--- config.mk ---
export PLATFORM = sky130hd
export DESIGN_NAME = bus_select_pipe_flat
export DESIGN_NICKNAME = d
export VERILOG_FILES = /design/src/rtl/bus_select_pipe_if.sv /design/src/rtl/bus_select_pipe.sv /design/src/flat_wrapper.sv
export SDC_FILE = /design/constraint.sdc
export NUM_CORES = 1
export LEC_CHECK = 0
export BUFFER_PORTS_ARGS = -buffer_cell sky130_fd_sc_hd__buf_2
export CAP_MARGIN = 20
export CELL_PAD_IN_SITES_DETAIL_PLACEMENT = 0
export CELL_PAD_IN_SITES_GLOBAL_PLACEMENT = 1
export CORE_AREA = 2 2 327 329
export CTS_CLUSTER_SIZE = 14
export DETAILED_ROUTE_END_ITERATION = 16
export DIE_AREA = 0 0 329 331
export MAX_ROUTING_LAYER = met4
export PLACE_DENSITY = 0.37
export SETUP_SLACK_MARGIN = 0.2
export SLEW_MARGIN = 20
export SYNTH_ARGS = -nofsm -noshare
export SYNTH_HDL_FRONTEND = slang
export SYNTH_SLANG_ARGS = --single-unit
--- constraint.sdc ---
create_clock -name clock -period 3.7 [get_ports clock]
set_input_delay 0 -clock clock [delete_from_list [all_inputs] [get_ports clock]]
set_output_delay 0 -clock clock [all_outputs]
set_load 0.02 [all_outputs]
--- src/rtl/bus_select_pipe_if.sv ---
// bus_select_pipe_if: groups the source-side and bus-side signals of bus_select_pipe.
//   master : drives src_data / src_out / conflict_clr, observes the bus outputs.
//   slave  : the selector itself.
// Signals:
//   src_data     NSRC*WIDTH  source words, source i at [i*WIDTH +: WIDTH]
//   src_out      NSRC        drive requests (expected one-hot or zero)
//   conflict_clr 1           clears the sticky conflict flag
//   bus_out      WIDTH       registered bus word
//   bus_valid    1           bus_out carries a driven word
//   bus_src      SEL_W       index of the driving source
//   conflict     1           sticky multi-hot flag
//   conflict_cnt 8           multi-hot cycle counter (only with BUS_CONFLICT_CNT_EN)
interface bus_select_pipe_if #(
  parameter int unsigned WIDTH = 32,
  parameter int unsigned NSRC  = 24
);
  localparam int unsigned SEL_W = $clog2(NSRC);

  logic [NSRC*WIDTH-1:0] src_data;
  logic [NSRC-1:0]       src_out;
  logic                  conflict_clr;
  logic [WIDTH-1:0]      bus_out;
  logic                  bus_valid;
  logic [SEL_W-1:0]      bus_src;
  logic                  conflict;
`ifdef BUS_CONFLICT_CNT_EN
  logic [7:0]            conflict_cnt;
`endif

  modport master (
    output src_data, src_out, conflict_clr,
    input  bus_out, bus_valid, bus_src,
`ifdef BUS_CONFLICT_CNT_EN
    input  conflict_cnt,
`endif
    input  conflict
  );

  modport slave (
    input  src_data, src_out, conflict_clr,
    output bus_out, bus_valid, bus_src,
`ifdef BUS_CONFLICT_CNT_EN
    output conflict_cnt,
`endif
    output conflict
  );
endinterface

--- src/rtl/bus_select_pipe.sv ---
// bus_select_pipe: registered priority selector driving the shared datapath bus.
//   Picks the lowest-index requesting source, registers its word onto the bus
//   (1-cycle latency), flags multi-hot requests in a sticky conflict bit and
//   optionally inserts a dead cycle when the bus owner changes.
// Ports:
//   clock  in  system clock, rising edge
//   clear  in  asynchronous active-high reset
//   bus    bus_select_pipe_if.slave (requests in, bus word / status out)
// Parameters: WIDTH, NSRC (>=2), HOLD_LAST (keep last word when idle),
//   TURNAROUND (dead cycle on owner change).
// Optional feature macro: BUS_CONFLICT_CNT_EN adds the 8-bit saturating
//   conflict_cnt output.
module bus_select_pipe #(
  parameter int unsigned WIDTH      = 32,
  parameter int unsigned NSRC       = 24,
  parameter int unsigned HOLD_LAST  = 1,
  parameter int unsigned TURNAROUND = 0
) (
  input logic              clock,
  input logic              clear,
  bus_select_pipe_if.slave bus
);
  localparam int unsigned SEL_W = $clog2(NSRC);

  typedef enum logic [1:0] {IDLE, DRIVE, TURN} state_t;

  state_t           state, state_next;
  logic [SEL_W-1:0] winner;
  logic [WIDTH-1:0] win_word;
  logic             req;
  logic             multi;
  logic             load;

  // Scan from the top down so the lowest set index is the last assignment.
  always_comb begin
    winner   = '0;
    win_word = bus.src_data[WIDTH-1:0];
    for (int unsigned i = NSRC; i > 0; i--) begin
      if (bus.src_out[i-1]) begin
        winner   = SEL_W'(i - 1);
        win_word = bus.src_data[(i-1)*WIDTH +: WIDTH];
      end
    end
  end

  assign req   = |bus.src_out;
  // Clearing the lowest set bit leaves something only if two or more were set.
  assign multi = |(bus.src_out & (bus.src_out - NSRC'(1)));

  // A request loads the bus unless it is an owner change in DRIVE with turnaround on.
  always_comb begin
    load       = 1'b0;
    state_next = IDLE;
    case (state)
      IDLE, TURN: begin
        load       = req;
        state_next = req ? DRIVE : IDLE;
      end
      DRIVE: begin
        if (!req) begin
          state_next = IDLE;
        end else if ((TURNAROUND != 0) && (winner != bus.bus_src)) begin
          state_next = TURN;
        end else begin
          load       = 1'b1;
          state_next = DRIVE;
        end
      end
      default: begin
        load       = 1'b0;
        state_next = IDLE;
      end
    endcase
  end

  always_ff @(posedge clock or posedge clear) begin
    if (clear) begin
      state <= IDLE;
    end else begin
      state <= state_next;
    end
  end

  // bus_src is only rewritten on a load, so TURN keeps showing the old owner.
  always_ff @(posedge clock or posedge clear) begin
    if (clear) begin
      bus.bus_out   <= '0;
      bus.bus_valid <= 1'b0;
      bus.bus_src   <= '0;
    end else if (load) begin
      bus.bus_out   <= win_word;
      bus.bus_valid <= 1'b1;
      bus.bus_src   <= winner;
    end else begin
      bus.bus_valid <= 1'b0;
      if (HOLD_LAST == 0) begin
        bus.bus_out <= '0;
      end
    end
  end

  always_ff @(posedge clock or posedge clear) begin
    if (clear) begin
      bus.conflict <= 1'b0;
    end else if (multi) begin
      bus.conflict <= 1'b1;
    end else if (bus.conflict_clr) begin
      bus.conflict <= 1'b0;
    end
  end

`ifdef BUS_CONFLICT_CNT_EN
  always_ff @(posedge clock or posedge clear) begin
    if (clear) begin
      bus.conflict_cnt <= '0;
    end else if (bus.conflict_clr) begin
      bus.conflict_cnt <= '0;
    end else if (multi && (bus.conflict_cnt != 8'hFF)) begin
      bus.conflict_cnt <= bus.conflict_cnt + 8'd1;
    end
  end
`endif
endmodule

--- src/flat_wrapper.sv ---
// flat-port wrapper written by rule: the top's interface ports become plain ports
module bus_select_pipe_flat 
#(
  parameter int unsigned WIDTH      = 32,
  parameter int unsigned NSRC       = 24,
  parameter int unsigned HOLD_LAST  = 1,
  parameter int unsigned TURNAROUND = 0
)
  (clock, clear, bus_src_data, bus_src_out, bus_conflict_clr, bus_bus_out, bus_bus_valid, bus_bus_src, bus_conflict);
  bus_select_pipe_if #(.WIDTH(WIDTH), .NSRC(NSRC)) bus_i ();
  input logic clock;
  input logic clear;
  input wire logic [$bits(bus_i.src_data)-1:0] bus_src_data;
  input wire logic [$bits(bus_i.src_out)-1:0] bus_src_out;
  input wire logic [$bits(bus_i.conflict_clr)-1:0] bus_conflict_clr;
  output wire logic [$bits(bus_i.bus_out)-1:0] bus_bus_out;
  output wire logic [$bits(bus_i.bus_valid)-1:0] bus_bus_valid;
  output wire logic [$bits(bus_i.bus_src)-1:0] bus_bus_src;
  output wire logic [$bits(bus_i.conflict)-1:0] bus_conflict;
  assign bus_i.src_data = bus_src_data;
  assign bus_i.src_out = bus_src_out;
  assign bus_i.conflict_clr = bus_conflict_clr;
  assign bus_bus_out = bus_i.bus_out;
  assign bus_bus_valid = bus_i.bus_valid;
  assign bus_bus_src = bus_i.bus_src;
  assign bus_conflict = bus_i.conflict;
  bus_select_pipe #(.WIDTH(WIDTH), .NSRC(NSRC), .HOLD_LAST(HOLD_LAST), .TURNAROUND(TURNAROUND)) u_core (.clock(clock), .clear(clear), .bus(bus_i));
endmodule
# After elaboration in Yosys (flattened, before gate mapping)
# Cells that the tools add are included.
# W data, S select, Z words.
[totals]
ff_bits = 41
in_bits = 795
word_cells = 70
[classes]
add_sub_neg = 1
eq_ne = 2
n_mux = 55
bitwise_logic = 1
n_reduce_logical = 6
[ops]
columns = ["operator", "count"]
rows = [
  ["$mux W32", 24],
  ["$mux W5", 24],
  ["$reduce_or A24 Y1", 2],
  ["$and A24 B24 Y24", 1],
  ["$sub A24 B1 Y24 const B", 1],
  ["$mux W1", 5],
  ["$reduce_or A3 Y1", 1],
  ["$eq A2 B1 Y1 const B", 1],
  ["$eq A2 B2 Y1 const B", 1],
  ["$logic_not A2 Y1", 1],
  ["$mux W2", 1],
  ["$pmux W1 S2", 1],
  ["$reduce_bool A2 Y1", 1],
  ["$reduce_or A2 Y1", 1],
]

# Longest topological paths before layout
[logic_depth]
depth_word = 24
ltp_mapped = 8
depth_no_buf = 6

# Worst setup path after synthesis
# No wires, ideal clock.
[synth_path]
path_kind = "input port to flip-flop"
start = "input bus_src_out[0]"
end = "register u_core.bus.conflict"
arrival_time_ns = 1.416
t_required_ns = 3.562
path_slack_ns = 2.147
cell_stages = 7
n_path_buf = 1
cell_sequence = "clkbuf_1 > nor4_4 > nand3_2 > or2_1 > maj3_1 > o22ai_1 > nand4_1"
[synth_via]
elab_chain_len = 4
elab_cells_between_ends = 5
classes_between = "add/sub (1); mux (1); bitwise (1); reduce/logical (2)"
[synth_lines]
columns = ["item", "line_no", "text"]
rows = [
  ["start: declaration", "flat_wrapper.sv:14", "input wire logic [$bits(bus_i.src_out)-1:0] bus_src_out;"],
  ["$sub A24 B1 Y24", "bus_select_pipe.sv:48", "assign multi = |(bus.src_out & (bus.src_out - NSRC'(1)));"],
  ["$and A24 B24 Y24 *", "bus_select_pipe.sv:48", ""],
  ["$reduce_or A24 Y1 *", "bus_select_pipe.sv:48", ""],
  ["$mux W1 / $reduce_bool A2 Y1 (equally long branches)", "-", ""],
  ["end signal: assignment", "bus_select_pipe.sv:104", "bus.conflict <= 1'b0;"],
  ["end signal: assignment", "bus_select_pipe.sv:106", "bus.conflict <= 1'b1;"],
  ["end signal: assignment", "bus_select_pipe.sv:108", "bus.conflict <= 1'b0;"],
  ["end: declaration", "bus_select_pipe_if.sv:45", "output conflict"],
]
# Every way passes the cells marked *; elsewhere a longest branch is shown, timed or not.
# A chain may end at the register's enable or synchronous reset.

# Worst setup path in the final report
[layout_path]
start = "input bus_src_out[13]"
end = "register u_core.bus.bus_out[14]"
[layout_via]
elab_chain_len = 14
elab_cells_between_ends = 17
classes_between = "mux (16); reduce/logical (1)"
[layout_lines]
columns = ["item", "line_no", "text"]
rows = [
  ["$mux W32 (14 in a row)", "bus_select_pipe.sv:39", "if (bus.src_out[i-1]) begin"],
  ["end signal: assignment", "bus_select_pipe.sv:91", "bus.bus_out <= win_word;"],
  ["end: declaration", "bus_select_pipe_if.sv:41", "output bus_out, bus_valid, bus_src,"],
]
# Several ways; a longest one is shown, not always the timed one.

==> metrics.yaml <==
synth:
  synth_enable_flop_cells: 0
  synthArstFlopShare: 1.00
  ys_types: 58
  synth_ff_type: "dfrtp_1"
  syn-cell-area_um2: 8830
  netlist_top_cells_area: "a221oi_1 18%, dfrtp_1 11%, o21ai_0 7.6%"
  synth_top_cell_by_area: "a221oi_1"
  ys_seq_area_frac: 0.111
  syn_nets: 2060
  synth_top_area_share: 0.178
  synth-seq-cells: 39
  synthCells: 1265
  syn_area_per_cell_um2: 6.98
  ys_warn_count: 0
timing:
  worst_pin_slew_ns: 0.945
  min_period_ns: 2.54
  finalSetupViolations: 0
  clock.fmax_ghz: 0.393
  rsz0062_at_grt: "no"
  min_period_over_period: 0.688
  setup_tns_ns: 0
  clock-skew-final_ns: 0
  setup_slack_ns: 1.16
  relSlewSlack: 0.370
  hold_viol: 0
  drv_slew: 0
clocking:
  cts-hold-fix-buffers: 1
  path_clk_slew_ns: 0.09
  cts_tree: "yes"
  cts.path.max_buffers: 2
  numClockSinks: 39
  htreeDepth: 2
  insertion_delay_ns: 0.32
  cts_resized: 0
  cts_root_buffer: "clkbuf_16"
  numCtsBuffers: 5
  post-cts-setup-buffer-count: 0
worst_setup_path:
  cp-end-kind: "flop"
  worstPathRequired_ns: 3.96
  critPathKind: "input port to flop"
  worstRegToRegCells: 4
  cp.arrival_ns: 2.81
  critPathMaxFanout: 21
  start_kind: "input port"
power_and_ir_drop:
  power_density_nw_per_um2: 189
  internal-power_uw: 1380
  vdd_ir_drop_max_mv: 0.166
  comb_power_share: 0.626
  swShare: 0.510
  p_clk_frac: 0.198
  pwr-share-seq: 0.176
  p_leak_uw: 0.00636
  p_sw_uw: 1430
layout:
  area_delta_synth_final_pct: 68.7
  drive_above_1_share: 0.479
  finalNetCount: 2816
die:
  std_cell_rows: 119
  die_x_um: 329
  dieHeight_um: 331
  coreArea_um2: 105000
  initial_core_util: 0.0841
  top_level_ports: 834
  die_area_um2: 109000
global_route:
  top_usage_layer: "met2"
  grt_pass1_wl_um: 143000
  grtUsageTotal: 0.200
  first_global_vias: 16500
  gr-usage-met1: 0.240
  antenna_found_initial: 26
  grt_use_met2: 0.346
  grt-ovfl-total: 0
  met3_usage: 0.0377
  grt_max_degree: 69
detailed_routing:
  ant_nets: 0
  drt-initial-drc-count: 1200
  dr.pass1.iters: 6
  post-route-drc-count: 0
  vias: 15200
  finalWirelength_um: 112000
  via_per_inst: 4.44
  avgRoutedWirePerCell_um: 32.6
run_status:
  run_status: "completed"
place:
  gp_congestion: 0.897
  portBuffers: 833
  place_ws_ns: 0.656
  dp_hpwl_um: 89500
job:
  drv_cap: 0
hold_path:
  hold_depth: 5
  hold_class: "input port to flop"
==> cell usage after synthesis, types with 32 or more instances <==
cell type / count
a221oi_1: 179
o21ai_0: 134
nor2_1: 104
nor2b_1: 101
nor3_1: 96
clkbuf_1: 95
mux2i_1: 62
a21oi_1: 57
nand2_1: 51
inv_1: 40
dfrtp_1: 39
buf_2: 37
o22ai_1: 33
a2111oi_0: 32
o221ai_1: 32
==> stage by stage <==
stage	hold WS, ns	instance area [um^2]	power [uW]	instances	util
2_1_floorplan	0.149	8830	1180	1265	-
3_3_place_gp	0.110	14700	2270	3404	0.140
3_5_place_dp	0.103	14700	2270	3404	0.140
4_1_cts	0.0395	14800	2870	3413	0.141
5_1_grt	0.0867	14900	2960	3427	0.142
6_report	0.0707	14900	2810	3432	0.142
==> cell families after synthesis <==
| kind of cell | synth area share |
|---|---|
| and+or+nand+nor | 0.254 |
| DFF | 0.111 |
| buffers and inverters | 0.0950 |
| muxes | 0.0729 |
| adders and majority gates | 0.00227 |
| AOI/OAI and AO/OA | 0.465 |
==> state kept, by name, indices dropped and copies added, names as in the netlist <==
signal / cells
u_core.bus.bus_valid: 1
u_core.bus.bus_out: 32
u_core.bus.bus_src: 5
u_core.bus.conflict: 1
==> power by group through the flow <==
stage / Clock, uW / Combinational [uW] / Sequential [uW]
6_report: 557 / 1760 / 494
5_1_grt: 598 / 1870 / 498
4_1_cts: 605 / 1770 / 494
3_5_place_dp: 0 / 1770 / 502
3_3_place_gp: 0 / 1770 / 502
2_1_floorplan: 0 / 634 / 542
==> per-layer routing <==
metal  up-vias  part of all wire
li1       6642                 -
met1      7581              0.42
met2       882              0.49
met3       135             0.065
met4         0             0.024
met5         -                 0
==> final cells by class <==
cell class              instances  area, um^2
flip-flops and latches         39         976
multi-input cells            1037        7090
fillers                     12400       90100
well taps                    1391        1740
clock inverters                 1        5.00
diodes                         19        47.5
clock buffers                   7         133
inverters                      41         155
repair buffers                897        4740
==> worst paths after layout <==
path / startpoint / to / slack [ns]
worst max register to register: u_core.bus.conflict$_DFFE_PP0P_ / u_core.bus.conflict$_DFFE_PP0P_ / 2.22
worst min-delay path: bus_src_data[501] / u_core.bus.bus_out[21]$_DFFE_PP0P_ / 0.07
worst min register to register: u_core.bus.bus_src[1]$_DFFE_PP0P_ / u_core.bus.bus_src[1]$_DFFE_PP0P_ / 0.49
max in group asynchronous: clear / u_core.bus.bus_out[12]$_DFFE_PP0P_ / 2.56
min in group asynchronous: clear / u_core.bus.bus_out[31]$_DFFE_PP0P_ / 0.27
worst max-delay path: bus_src_out[13] / u_core.bus.bus_out[14]$_DFFE_PP0P_ / 1.16
==> worst max-delay path, stage by stage <==
cell and delay [ns]:
buf_2 0.34, nor2b_4 0.83, buf_4 0.45, a221oi_1 0.14, nor3_1 0.56, nor2_1 0.09, and4_1 0.22, a21oi_1 0.14
==> placed cells by master, fill, tap and decap left out, types with 33 or more instances in the layout <==
cell type    n
buf_2      822
a221oi_1   179
o21ai_0    134
nor2_1     103
nor3_1      96
nor2b_1     94
buf_4       69
mux2i_1     62
a21oi_1     57
nand2_1     51
dfrtp_1     39
inv_1       36
o22ai_1     33
Note: power is estimated with default switching activity, not from simulation.
